==> config.mk <==
export PLATFORM = sky130hd
export DESIGN_NAME = pipelined_addsub_flat
export DESIGN_NICKNAME = d
export VERILOG_FILES = /design/src/rtl/pipelined_addsub_if.sv /design/src/rtl/pipelined_addsub.sv /design/src/flat_wrapper.sv
export SDC_FILE = /design/constraint.sdc
export NUM_CORES = 1
export LEC_CHECK = 0
export BUFFER_PORTS_ARGS = -buffer_cell sky130_fd_sc_hd__buf_2
export CAP_MARGIN = 10
export CORE_MARGIN = 4
export CORE_UTILIZATION = 30
export DETAILED_ROUTE_END_ITERATION = 8
export RECOVER_POWER = 25
export SLEW_MARGIN = 20
export SYNTH_ARGS = -nofsm -noshare
export SYNTH_HDL_FRONTEND = slang
export SYNTH_SLANG_ARGS = --single-unit
==> constraint.sdc <==
create_clock -name clk -period 4 [get_ports clk]
set_clock_uncertainty 0.15 [all_clocks]
set_input_delay 0.4 -clock clk [delete_from_list [all_inputs] [get_ports clk]]
set_output_delay 0.4 -clock clk [all_outputs]
set_load 0.01 [all_outputs]
==> src/rtl/pipelined_addsub_if.sv <==
// Streaming handshake bundle for the pipelined add/subtract unit.
interface pipelined_addsub_if #(
  parameter int unsigned WIDTH = 64
);
  logic             in_valid;
  logic             in_ready;
  logic [WIDTH-1:0] a;
  logic [WIDTH-1:0] b;
  logic             cin;
  logic             sub;
  logic             out_valid;
  logic             out_ready;
  logic [WIDTH-1:0] sum;
  logic             cout;
  logic             overflow;
  logic             zero;

  // Producer/consumer side of the unit
  modport master (
    output in_valid, a, b, cin, sub, out_ready,
    input  in_ready, out_valid, sum, cout, overflow, zero
  );

  // The arithmetic unit itself
  modport slave (
    input  in_valid, a, b, cin, sub, out_ready,
    output in_ready, out_valid, sum, cout, overflow, zero
  );
endinterface

==> src/rtl/pipelined_addsub.sv <==
// WIDTH-bit add/subtract with the carry chain cut into STAGES registered
// chunks. Operands skew forward, finished sum chunks de-skew forward, and the
// last stage is the output register. The whole pipe stalls as one unit.
module pipelined_addsub #(
  parameter int unsigned WIDTH  = 64,
  parameter int unsigned STAGES = 4
) (
  input  logic              clk,
  input  logic              rst_n,
  pipelined_addsub_if.slave bus
);
  localparam int unsigned CHUNK = WIDTH / STAGES;
  localparam int unsigned MSB   = WIDTH - 1;
  localparam int unsigned LAST  = STAGES - 1;

  logic                          advance;
  logic [WIDTH-1:0]              b_eff;
  logic                          c0;

  // Per-stage inputs (element 0 is the external operand)
  logic [STAGES-1:0][WIDTH-1:0]  a_src;
  logic [STAGES-1:0][WIDTH-1:0]  b_src;
  logic [STAGES-1:0][WIDTH-1:0]  s_src;
  logic [STAGES-1:0]             c_src;
  logic [STAGES-1:0]             v_src;

  // Per-stage results before registering
  logic [STAGES-1:0][WIDTH-1:0]  s_nx;
  logic [STAGES-1:0]             c_nx;

  logic [WIDTH-1:0]              res;
  logic                          ovf_nx;
  logic                          zero_nx;

  logic                          out_valid_q;
  logic [WIDTH-1:0]              sum_q;
  logic                          cout_q;
  logic                          ovf_q;
  logic                          zero_q;

  // A stalled, full output register freezes every stage
  assign advance      = !out_valid_q || bus.out_ready;
  assign bus.in_ready = advance;

  // Subtraction is addition of the inverted operand with inverted carry-in
  assign b_eff = bus.sub ? ~bus.b : bus.b;
  assign c0    = bus.cin ^ bus.sub;

  if (STAGES > 1) begin : g_skew
    localparam int unsigned NS = STAGES - 1;

    logic [NS-1:0][WIDTH-1:0] a_q;
    logic [NS-1:0][WIDTH-1:0] b_q;
    logic [NS-1:0][WIDTH-1:0] s_q;
    logic [NS-1:0]            c_q;
    logic [NS-1:0]            v_q;

    // Inter-stage registers: operand skew, partial sums, carries, valids
    always_ff @(posedge clk or negedge rst_n) begin
      if (!rst_n) begin
        a_q <= '0;
        b_q <= '0;
        s_q <= '0;
        c_q <= '0;
        v_q <= '0;
      end else if (advance) begin
        a_q <= a_src[NS-1:0];
        b_q <= b_src[NS-1:0];
        s_q <= s_nx[NS-1:0];
        c_q <= c_nx[NS-1:0];
        v_q <= v_src[NS-1:0];
      end
    end

    assign a_src = {a_q, bus.a};
    assign b_src = {b_q, b_eff};
    assign s_src = {s_q, WIDTH'(0)};
    assign c_src = {c_q, c0};
    assign v_src = {v_q, bus.in_valid};
  end else begin : g_single
    assign a_src = bus.a;
    assign b_src = b_eff;
    assign s_src = '0;
    assign c_src = c0;
    assign v_src = bus.in_valid;
  end

  // Each stage adds its own chunk and patches it into the travelling sum
  always_comb begin
    logic [CHUNK:0] part;
    s_nx = s_src;
    c_nx = '0;
    part = '0;
    for (int k = 0; k < STAGES; k++) begin
      part = {1'b0, a_src[k][k*CHUNK +: CHUNK]}
           + {1'b0, b_src[k][k*CHUNK +: CHUNK]}
           + (CHUNK+1)'(c_src[k]);
      s_nx[k][k*CHUNK +: CHUNK] = part[CHUNK-1:0];
      c_nx[k] = part[CHUNK];
    end
  end

  // Flags of the completed result, registered with it
  assign res     = s_nx[LAST];
  assign ovf_nx  = (a_src[LAST][MSB] == b_src[LAST][MSB]) && (res[MSB] != a_src[LAST][MSB]);
  assign zero_nx = (res == '0);

  // Output register; data only updates on a valid result so it holds otherwise
  always_ff @(posedge clk or negedge rst_n) begin
    if (!rst_n) begin
      out_valid_q <= 1'b0;
      sum_q       <= '0;
      cout_q      <= 1'b0;
      ovf_q       <= 1'b0;
      zero_q      <= 1'b0;
    end else if (advance) begin
      out_valid_q <= v_src[LAST];
      if (v_src[LAST]) begin
        sum_q  <= res;
        cout_q <= c_nx[LAST];
        ovf_q  <= ovf_nx;
        zero_q <= zero_nx;
      end
    end
  end

  assign bus.out_valid = out_valid_q;
  assign bus.sum       = sum_q;
  assign bus.cout      = cout_q;
  assign bus.overflow  = ovf_q;
  assign bus.zero      = zero_q;
endmodule

==> src/flat_wrapper.sv <==
// flat-port wrapper written by rule: the top's interface ports become plain ports
module pipelined_addsub_flat 
#(
  parameter int unsigned WIDTH  = 64,
  parameter int unsigned STAGES = 4
)
  (clk, rst_n, bus_in_valid, bus_a, bus_b, bus_cin, bus_sub, bus_out_ready, bus_in_ready, bus_out_valid, bus_sum, bus_cout, bus_overflow, bus_zero);
  pipelined_addsub_if #(.WIDTH(WIDTH)) bus_i ();
  input  logic clk;
  input  logic rst_n;
  input wire logic [$bits(bus_i.in_valid)-1:0] bus_in_valid;
  input wire logic [$bits(bus_i.a)-1:0] bus_a;
  input wire logic [$bits(bus_i.b)-1:0] bus_b;
  input wire logic [$bits(bus_i.cin)-1:0] bus_cin;
  input wire logic [$bits(bus_i.sub)-1:0] bus_sub;
  input wire logic [$bits(bus_i.out_ready)-1:0] bus_out_ready;
  output wire logic [$bits(bus_i.in_ready)-1:0] bus_in_ready;
  output wire logic [$bits(bus_i.out_valid)-1:0] bus_out_valid;
  output wire logic [$bits(bus_i.sum)-1:0] bus_sum;
  output wire logic [$bits(bus_i.cout)-1:0] bus_cout;
  output wire logic [$bits(bus_i.overflow)-1:0] bus_overflow;
  output wire logic [$bits(bus_i.zero)-1:0] bus_zero;
  assign bus_i.in_valid = bus_in_valid;
  assign bus_i.a = bus_a;
  assign bus_i.b = bus_b;
  assign bus_i.cin = bus_cin;
  assign bus_i.sub = bus_sub;
  assign bus_i.out_ready = bus_out_ready;
  assign bus_in_ready = bus_i.in_ready;
  assign bus_out_valid = bus_i.out_valid;
  assign bus_sum = bus_i.sum;
  assign bus_cout = bus_i.cout;
  assign bus_overflow = bus_i.overflow;
  assign bus_zero = bus_i.zero;
  pipelined_addsub #(.WIDTH(WIDTH), .STAGES(STAGES)) u_core (.clk(clk), .rst_n(rst_n), .bus(bus_i));
endmodule
* After elaboration in Yosys (flattened, before gate mapping)
Index checks and enable logic that the tools add are counted.
** Storage, ports and cells
- Flip-flop bits (word level) :: 554
- Input port bits :: 134
- Output and inout port bits :: 69
- Logic and storage cells :: 34
** Operators by class
- $add $sub $neg :: 8
- Eq/ne operators :: 2
- Mux-type cells :: 1
- Bitwise gates (word level) :: 2
- Reduce and logical (&&, ||, !) cells :: 5
** Operators with widths (count)
- adder 16 x 16 -> 17 bit :: 4
- adder 17 x 1 -> 17 bit :: 4
- zero test 64 bit :: 1
- two-way mux 64 bit :: 1
- NOT 64 bit :: 1
- AND reduction 2 bit :: 1
- == test 1 bit :: 1
- logical AND 1 bit :: 1
- zero test 1 bit :: 1
- logical OR 1 bit :: 1
- != test 1 bit :: 1
- XOR 1 bit :: 1

* Depth between registers and ports, before layout
Gate-level depths: netlist (run 1).
- Word-level depth :: 4
- Mapped depth :: 13
- Mapped depth without buffers :: 12

* Worst setup path after synthesis (run 1)
OpenSTA, ideal clock, no wires.
- Path type :: input port to flip-flop
- Start point :: in bus_sub
- End point :: reg u_core.g_skew.s_q[14] (netlist name)
- Library setup time :: 0.069 ns
- Data arrival time :: 3.698 ns
- Data required time :: 3.781 ns
- Setup slack :: 0.083 ns
- Stages :: 13
- Path buffers :: 2
- Cell sequence :: clkbuf_1 buf_1 xnor2_1 fa_1 fa_1 nor2b_1 o21ai_1 a21boi_1 o41ai_1 o211ai_1 a41oi_1 or4b_1 nand3_1
** On the way
- Longest elaborated chain between the ends :: 3
- Elaborated cells on any way between the ends :: 4
- Those cells by class :: add/sub: 2; mux: 1; bitwise: 1
** Ends and longest elaborated chain
- start, declared :: line flat_wrapper.sv:15 : input wire logic [$bits(bus_i.sub)-1:0] bus_sub;
- two-way mux 64 bit :: line pipelined_addsub.sv:46 : assign b_eff = bus.sub ? ~bus.b : bus.b;
- adder 16 x 16 -> 17 bit :: line pipelined_addsub.sv:96 : + {1'b0, b_src[k][k*CHUNK +: CHUNK]}
- adder 17 x 1 -> 17 bit * :: line pipelined_addsub.sv:97 : + (CHUNK+1)'(c_src[k]);
- end signal, assigned :: line pipelined_addsub.sv:69 : s_q <= s_nx[NS-1:0];
- end, declared :: line pipelined_addsub.sv:54 : logic [NS-1:0][WIDTH-1:0] s_q;
Every way passes the cells marked *; elsewhere a longest branch is shown, timed or not.
A chain may end at the register's enable or synchronous reset.

* Final worst setup path (run 1)
- Start point :: reg u_core.g_skew.c_q[0]
- End point :: reg u_core.g_skew.s_q[94] (netlist name)
** On the way
- Longest elaborated chain between the ends :: 1
** Ends and longest elaborated chain
- start, declared :: line pipelined_addsub.sv:55 : logic [NS-1:0] c_q;
- start signal, assigned :: line pipelined_addsub.sv:70 : c_q <= c_nx[NS-1:0];
- adder 17 x 1 -> 17 bit :: line pipelined_addsub.sv:97
No other way between the ends.

==> reports/metrics.csv, run 1 <==
stage,metric,value,unit
synth,synthDistinctLibCells,71,
cells_and_area,final_cells,2852,
synth,synthFlopType,dfrtp_1,
hold_path,holdCritPathClass,primary input to register,
cells_and_area,final_common_cell,nand2_1,
grt,antenna_found_initial,1,
synth,synth-edff-count,0,
detailed_routing,num_vias,13067,
cells_and_area,num_antenna_cells,0,
synth,yosysSeqAreaShare,53.3,%
timing,clock.fmax,312,MHz
grt,grt_pass1_vias,13501,
timing,fin_crit,3.21,ns
placement,gp_congestion,0.830,
detailed_routing,final_antenna_net_count,0,
synth,synth_cells,1808,
synth,syn_area,0.0170,mm^2
worst_setup_path,crit_type,register to register,
floorplan,dieHeight,246,um
clock_tree,cts_tree,yes,
synth,ys_ff_latch,362,
floorplan,fp-row-count,86,
floorplan,io_pins,203,
worst_setup_path,start_kind,register,
worst_setup_path,endpoint_kind,register,
grt,grt_max_degree,112,
floorplan,core,0.0556,mm^2
timing,period_share,80.2,%
placement,portBuffers,202,
cells_and_area,fill_cells,5633,
synth,synth-compound-area-share,9.30,%
timing,maxSlewViolCount,105,
power_and_ir_drop,irDropWorstVdd,0.000354,V
flow_run,maxCapViolCount,1,
timing,slew_headroom,-78.5,%
floorplan,dieArea,0.0605,mm^2
cells_and_area,layout_common_cells,"nand2_1, dfrtp_1, buf_2",
power_and_ir_drop,powerDensity,800,mW/mm^2
cells_and_area,layout-drive-gt1-share,14.5,%
floorplan,die_w,246,um
detailed_routing,vias_per_cell,4.58,
cells_and_area,area_growth,23.6,%
timing,rsz0062_at_grt,false,
clock_tree,clk_pin_slew,0.06,ns
cells_and_area,multi_input_area,0.00750,mm^2
timing,holdWs,0.0167,ns
synth,async_flop_share,100,%
detailed_routing,firstDrtPassIters,4,
timing,hold_violations,0,
power_and_ir_drop,power.leakage,0.0100,uW
grt,grt_pass1_wl,70600,um
detailed_routing,wl_per_cell,15.2,um
detailed_routing,wl,43500,um
grt,grt_usage,14.4,%
synth,yosys.area_share.simple,20.2,%
grt,gr-total-overflow,0,
detailed_routing,route.detailed.drc,0,
placement,place_hpwl,30000,um
synth,synth_xor_area_share,5.51,%
worst_setup_path,cp.arrival,3.46,ns
clock_tree,cts.path.max_buffers,3,
timing,fin_setup_tns,0,ns
run_status,failed_checks,"capacitance limit, slew limit",
clock_tree,cts.sinks,362,
timing,worst_pin_slew,2.68,ns
cells_and_area,nets,2279,
cells_and_area,final-seq-area,0.00906,mm^2
synth,avgSynthCellArea,9.40,um^2
synth,synth_nets,2010,
synth,synth_fa_ha_area_share,5.36,%
clock_tree,cts-root-buf,clkbuf_16,
placement,dpl.cell_count,2691,
clock_tree,htree_num_levels,2,
clock_tree,post_cts_resized,0,
clock_tree,clock_latency,0.55,ns
detailed_routing,drtIter0Drc,654,
timing,setup_violations,0,
floorplan,start_util,30.6,%
synth,muxShareOfSynthArea,3.64,%
synth,synth_top_family_by_area,simple AND/OR/NAND/NOR gates,
synth,ys_warn_count,0,
worst_setup_path,critPathMaxFanout,3,
worst_setup_path,critPathRequiredTime,4.25,ns
run_status,status,"finished, violations left",
clock_tree,cts_buffers,42,
-- critical path, stage by stage, from the launching register on --
cell and delay, ns:
dfrtp_1 0.37, inv_1 0.08, fa_1 0.20, inv_1 0.07, fa_1 0.45, a21oi_1 0.15
o21ai_1 0.13, a2111oi_0 0.64, o21a_1 0.29, o21ai_1 0.10, a31oi_1 0.21, xor2_1 0.16
o21ai_1 0.06
-- kinds of logic after synthesis --
kind of cell             after synthesis
buffers and inverters                120
adder cells (fa/ha/maj)               68
XOR/XNOR                             107
AO/OA/AOI/OAI                        247
AND/OR/NAND/NOR                      849
flip-flops                           362
multiplexers                          55
-- cell type report --
type | count | area share [%]
Timing Repair Buffer | 309 | 9.67
Clock inverter | 15 | 0.780
Tap cell | 748 | 4.45
Sequential cell | 362 | 43.1
Inverter | 36 | 0.679
Clock buffer | 56 | 5.64
Multi-Input combinational cell | 1326 | 35.7
-- flip-flops by register name, summed over array words and instances (netlist names) --
register / flops
u_core.a_src: 96
u_core.b_src: 96
u_core.g_skew.s_q: 96
u_core.bus.sum: 64
u_core.g_skew.c_q: 3
u_core.g_skew.v_q: 3
u_core.bus.cout: 1
u_core.bus.out_valid: 1
u_core.bus.overflow: 1
u_core.bus.zero: 1
-- synthesized netlist by cell type, types with 3 or more instances --
| library cell | number | area (um^2) |
|---|---|---|
| nand2_1 | 685 | 2570 |
| dfrtp_1 | 362 | 9060 |
| o21ai_0 | 90 | 450 |
| xnor2_1 | 67 | 587 |
| nor2_1 | 66 | 248 |
| clkbuf_1 | 60 | 225 |
| ha_1 | 60 | 751 |
| a21oi_1 | 55 | 275 |
| mux2_2 | 53 | 597 |
| xor2_1 | 40 | 350 |
| inv_1 | 35 | 131 |
| buf_1 | 23 | 86.3 |
| nor3_1 | 22 | 110 |
| nand3_1 | 13 | 65.1 |
| o21a_1 | 13 | 97.6 |
| nor4_1 | 12 | 75.1 |
| o21ai_1 | 11 | 55.1 |
| a211oi_1 | 10 | 75.1 |
| or3_1 | 9 | 56.3 |
| fa_1 | 8 | 160 |
| o31ai_1 | 8 | 60.1 |
| a21o_1 | 7 | 52.6 |
| nand2b_1 | 6 | 37.5 |
| nor2b_1 | 6 | 37.5 |
| nand4_1 | 5 | 31.3 |
| o21bai_1 | 5 | 37.5 |
| a31oi_1 | 4 | 25.0 |
| and3_1 | 4 | 25.0 |
| nor3b_1 | 4 | 30.0 |
| o2111ai_1 | 4 | 35.0 |
| a21boi_1 | 3 | 22.5 |
| a221oi_1 | 3 | 26.3 |
| and2_1 | 3 | 18.8 |
| o211ai_1 | 3 | 22.5 |
| o41ai_1 | 3 | 26.3 |
-- what timing repair did --
| item | CTS | global route |
|---|---|---|
| hold buffers | 89 | 1 |
| hold endpoints to repair | 191 | 1 |
| buffers inserted | 0 | 0 |
-- worst paths after layout --
kind / from / endpoint / slack, ns / cells after the start
max: u_core.g_skew.c_q[0]$_DFFE_PN0N_ / u_core.g_skew.s_q[94]$_DFFE_PN0N_ / 0.79 / 12
min: bus_b[53] / u_core.b_src[117]$_DFFE_PN0N_ / 0.02 / 3
max reg2reg: u_core.g_skew.c_q[0]$_DFFE_PN0N_ / u_core.g_skew.s_q[94]$_DFFE_PN0N_ / 0.79 / 12
min reg2reg: u_core.a_src[119]$_DFFE_PN0N_ / u_core.a_src[119]$_DFFE_PN0N_ / 0.31 / 2
max in group asynchronous: rst_n / u_core.g_skew.s_q[6]$_DFFE_PN0N_ / 1.01 / 2
min in group asynchronous: rst_n / u_core.bus.sum[59]$_DFFE_PN0P_ / 1.11 / 2
-- metrics by stage --
step / total power, uW / cell area, um^2 / setup slack (ns) / utilization, %
final: 16800 / 21000 / 0.790 / 37.8
after CTS: 17100 / 21100 / 0.738 / 37.9
after global routing: 18300 / 21000 / 0.454 / 37.8
after detailed placement: 13200 / 18800 / 0.321 / 33.9
after floorplan: 11000 / 17000 / 0.0828 / -
after global placement: 13000 / 18800 / 0.385 / 33.9
-- layer usage --
| layer | global-route usage [%] | vias to the layer above | share of wire [%] |
|---|---|---|---|
| li1 | - | 6508 | - |
| met1 | 19.5 | 6277 | 47 |
| met2 | 23.7 | 207 | 47 |
| met3 | 2.25 | 75 | 3.6 |
| met4 | 4.47 | 0 | 2.9 |
| met5 | 0 | - | 0 |
-- power breakdown --
part / switching, uW / internal (uW)
Clock: 1520 / 2270
Sequential: 1100 / 5310
Combinational: 3850 / 2770
(Power assumes the default switching activity.)
==> inputs of run 2 (changes only) <==
--- a/config.mk
+++ b/config.mk
@@ -5,6 +5,7 @@
 export SDC_FILE = /design/constraint.sdc
 export NUM_CORES = 1
 export LEC_CHECK = 0
+export ABC_AREA = 1
 export BUFFER_PORTS_ARGS = -buffer_cell sky130_fd_sc_hd__buf_2
 export CAP_MARGIN = 10
 export CORE_MARGIN = 4
==> constraint.sdc (replaced) <==
create_clock -name clk -period 3.2 [get_ports clk]
set_clock_uncertainty 0.15 [all_clocks]
set_input_delay 0.32 -clock clk [delete_from_list [all_inputs] [get_ports clk]]
set_output_delay 0.32 -clock clk [all_outputs]
set_load 0.01 [all_outputs]
==> run 2 against run 1 <==
The flow finishes with violations (slew limit). Sequential share of layout area down 1.0 points. Synthesized area grew 1.7%. First-iteration DRC count increased by 21%. Fmax is 18% higher. Critical path depth grew 3. Core utilization increased by 0.19 points. Register-to-register slack worse by 0.31 ns. Power up 26%. Clock-buffer cell count grew 3. Sequential power up 20%. Critical endpoint is now u_core.bus.zero$_DFFE_PN0P_. Highest routed layer unchanged.
==> reports/metrics.csv, run 2 <==
stage,metric,value,unit
synth,synth-edff-count,0,
grt,grt_max_degree,183,
synth,syn_area,0.0173,mm^2
floorplan,die_w,248,um
floorplan,fp-row-count,87,
detailed_routing,wl,47900,um
timing,period_share,85.1,%
timing,rsz0062_at_grt,false,
grt,gr-total-overflow,0,
detailed_routing,final_antenna_net_count,0,
grt,grt_usage,15.7,%
clock_tree,htree_num_levels,2,
synth,ys_top_cells_by_area,"dfrtp_1, nand2_1, o21ai_0",
clock_tree,clock_latency,0.56,ns
worst_setup_path,slowest_stage,fa_1,
worst_setup_path,startpoint,u_core.g_skew.c_q[2]$_DFFE_PN0N_,
floorplan,dieArea,0.0615,mm^2
cells_and_area,layout_common_cells,"nand2_1, dfrtp_1, o21ai_0",
power_and_ir_drop,powerDensity,984,mW/mm^2
clock_tree,cts-root-buf,clkbuf_16,
detailed_routing,vias_per_cell,4.49,
worst_setup_path,critical_path.top_delay_family,simple AND/OR/NAND/NOR gates,
synth,synth_top_cell_by_area,dfrtp_1,
timing,fin_setup_tns,0,ns
grt,grt_pass1_vias,14121,
detailed_routing,num_vias,13989,
detailed_routing,firstDrtPassIters,5,
synth,netlist_top_cells_count,"nand2_1, dfrtp_1, o21ai_0",
flow_run,maxCapViolCount,0,
floorplan,core,0.0567,mm^2
power_and_ir_drop,irDropWorstVdd,0.000454,V
cells_and_area,fill_cells,5763,
timing,slew_headroom,-1.01,%
floorplan,start_util,30.5,%
run_status,failed_checks,slew limit,
placement,portBuffers,202,
timing,maxSlewViolCount,95,
synth,ys_ff_latch,362,
worst_setup_path,start_kind,register,
clock_tree,cts_hold_buf,98,
power_and_ir_drop,power.leakage,0.0108,uW
cells_and_area,nets,2529,
placement,gp_congestion,0.828,
cells_and_area,layout-drive-gt1-share,13.4,%
clock_tree,cts_tree,yes,
hold_path,holdCritPathClass,primary input to register,
placement,place_hpwl,34200,um
clock_tree,post-cts-setup-buffers,0,
synth,synthDistinctLibCells,41,
clock_tree,cts.sinks,362,
synth,synth_nets,2250,
synth,yosysTopAreaCellShare,52.4,%
clock_tree,post_cts_resized,0,
timing,setup_violations,0,
timing,worst_pin_slew,1.52,ns
floorplan,dieHeight,248,um
cells_and_area,final_common_cell,nand2_1,
synth,avgSynthCellArea,8.44,um^2
grt,antenna_found_initial,2,
clock_tree,cts.path.max_buffers,3,
timing,hold_violations,0,
worst_setup_path,crit_chain,fa_1 > inv_1 > fa_1 > inv_1 > nor2_1 > nand2_1 > nor2_1 > nand2_1 > nor2_1 > nand3_1 > nor2_1 > nand3_1 > nor2_1 > nand4_1 > nand2_1,
synth,synth_cells,2048,
timing,finalWorstSetupSlack,0.476,ns
worst_setup_path,endpoint_kind,register,
placement,place_ws,0.141,ns
worst_setup_path,crit_end,u_core.bus.zero$_DFFE_PN0P_,
synth,async_flop_share,100,%
worst_setup_path,worst_path_most_repeated_cell,nor2_1,
clock_tree,clk_pin_slew,0.06,ns
synth,synth_most_common_cell,nand2_1,
run_status,status,"finished, violations left",
worst_setup_path,reg2reg_depth,15,
cells_and_area,area_growth,24.5,%
worst_setup_path,r2r_end,u_core.bus.zero$_DFFE_PN0P_,
timing,fin_crit,2.72,ns
worst_setup_path,critPathRequiredTime,3.54,ns
detailed_routing,drtIter0Drc,794,
worst_setup_path,rrSetupSlack,0.48,ns
worst_setup_path,critPathBufInv,2,
synth,yosysSeqAreaShare,52.4,%
synth,ys_warn_count,0,
worst_setup_path,crit_type,register to register,
power_and_ir_drop,power,21200,uW
synth,synthFlopType,dfrtp_1,
worst_setup_path,r2r_start,u_core.g_skew.c_q[2]$_DFFE_PN0N_,
worst_setup_path,cpPeakStageDelay,0.57,ns
floorplan,io_pins,203,
worst_setup_path,cp.arrival,3.07,ns
detailed_routing,route.detailed.drc,0,
clock_tree,cts_buffers,42,
worst_setup_path,critPathMaxFanout,3,
detailed_routing,wl_per_cell,15.4,um
worst_setup_path,path_depth,15,
grt,grt_pass1_wl,77100,um
timing,clock.fmax,367,MHz
==> run 2: cell types whose count changed in the layout (fill, tap and decap cells not counted), moves of 13 or more <==
cell      before  now
o21a_1        13    0
inv_1         35  175
xnor2_1       67   48
nor3_1        22    7
o21ai_0       90  263
nor2_1        66   83
nand2_1      684  734
buf_2        150  200
clkbuf_1      58    7
nand3_1       13   59
mux2_2        53    0
==> run 2: metal layers <==
layer / vias up / part of all wire (%) / GRT usage, %
met4: 0 / 2.8 / 4.94
met1: 6566 / 49 / 22.8
li1: 7084 / - / -
met2: 266 / 44 / 24.0
met3: 73 / 4.1 / 2.54
met5: - / 0 / 0
==> run 2: worst min-delay path by stage <==
stage / start / to / cells after the start
after CTS: bus_a[14] / u_core.g_skew.s_q[14]$_DFFE_PN0N_ / 5
after global placement: rst_n / u_core.a_src[249]$_DFFE_PN0N_ / 1
after detailed placement: rst_n / u_core.a_src[185]$_DFFE_PN0N_ / 1
after global routing: bus_a[1] / u_core.g_skew.s_q[1]$_DFFE_PN0N_ / 4
final: bus_a[14] / u_core.g_skew.s_q[14]$_DFFE_PN0N_ / 5
after floorplan: rst_n / u_core.a_src[100]$_DFFE_PN0N_ / 0
==> run 2: layout make-up <==
class                   count  area, um^2  share of cell area [%]
diodes                      1        2.50                  0.0116
well taps                 756         946                    4.39
repair buffers            321        2240                    10.4
multi-input cells        1423        7130                    33.1
flip-flops and latches    362        9060                    42.1
clock inverters            17         238                    1.10
clock buffers              59        1250                    5.79
inverters                 177         672                    3.12
==> run 2: worst min-delay path, stage by stage <==
cell     delay [ns]
buf_2          0.10
ha_1           0.18
nand2_1        0.07
nand3_1        0.06
nand2_1        0.04
==> run 2: kinds of logic (layout without fill, tap and decap cells) <==
kind of cell,count (synthesis),count (layout),synth area share [%]
adder cells (fa/ha/maj),68,68,5.27
XOR/XNOR,79,79,4.00
AND/OR/NAND/NOR,912,912,20.8
buffers and inverters,263,574,6.35
AO/OA/AOI/OAI,364,364,11.2
other,0,1,0
flip-flops,362,362,52.4
==> run 2: metrics by stage <==
| stage | hold WS, ns | util [%] | area (um^2) | cells |
|---|---|---|---|---|
| after floorplan | -0.126 | - | 17300 | 2048 |
| after global placement | 0.303 | 33.7 | 19100 | 2941 |
| after detailed placement | 0.309 | 33.7 | 19100 | 2941 |
| after CTS | 0.0638 | 38.1 | 21600 | 3115 |
| after global routing | 0.134 | 38.0 | 21500 | 3116 |
| final | 0.111 | 38.0 | 21500 | 3116 |
==> run 2: power by group <==
group          internal, uW  switching, uW  leakage (uW)
Combinational          2990           5400       0.00572
Sequential             6580           1130       0.00439
Clock                  3130           1950      0.000728
Total                 12700           8480        0.0108
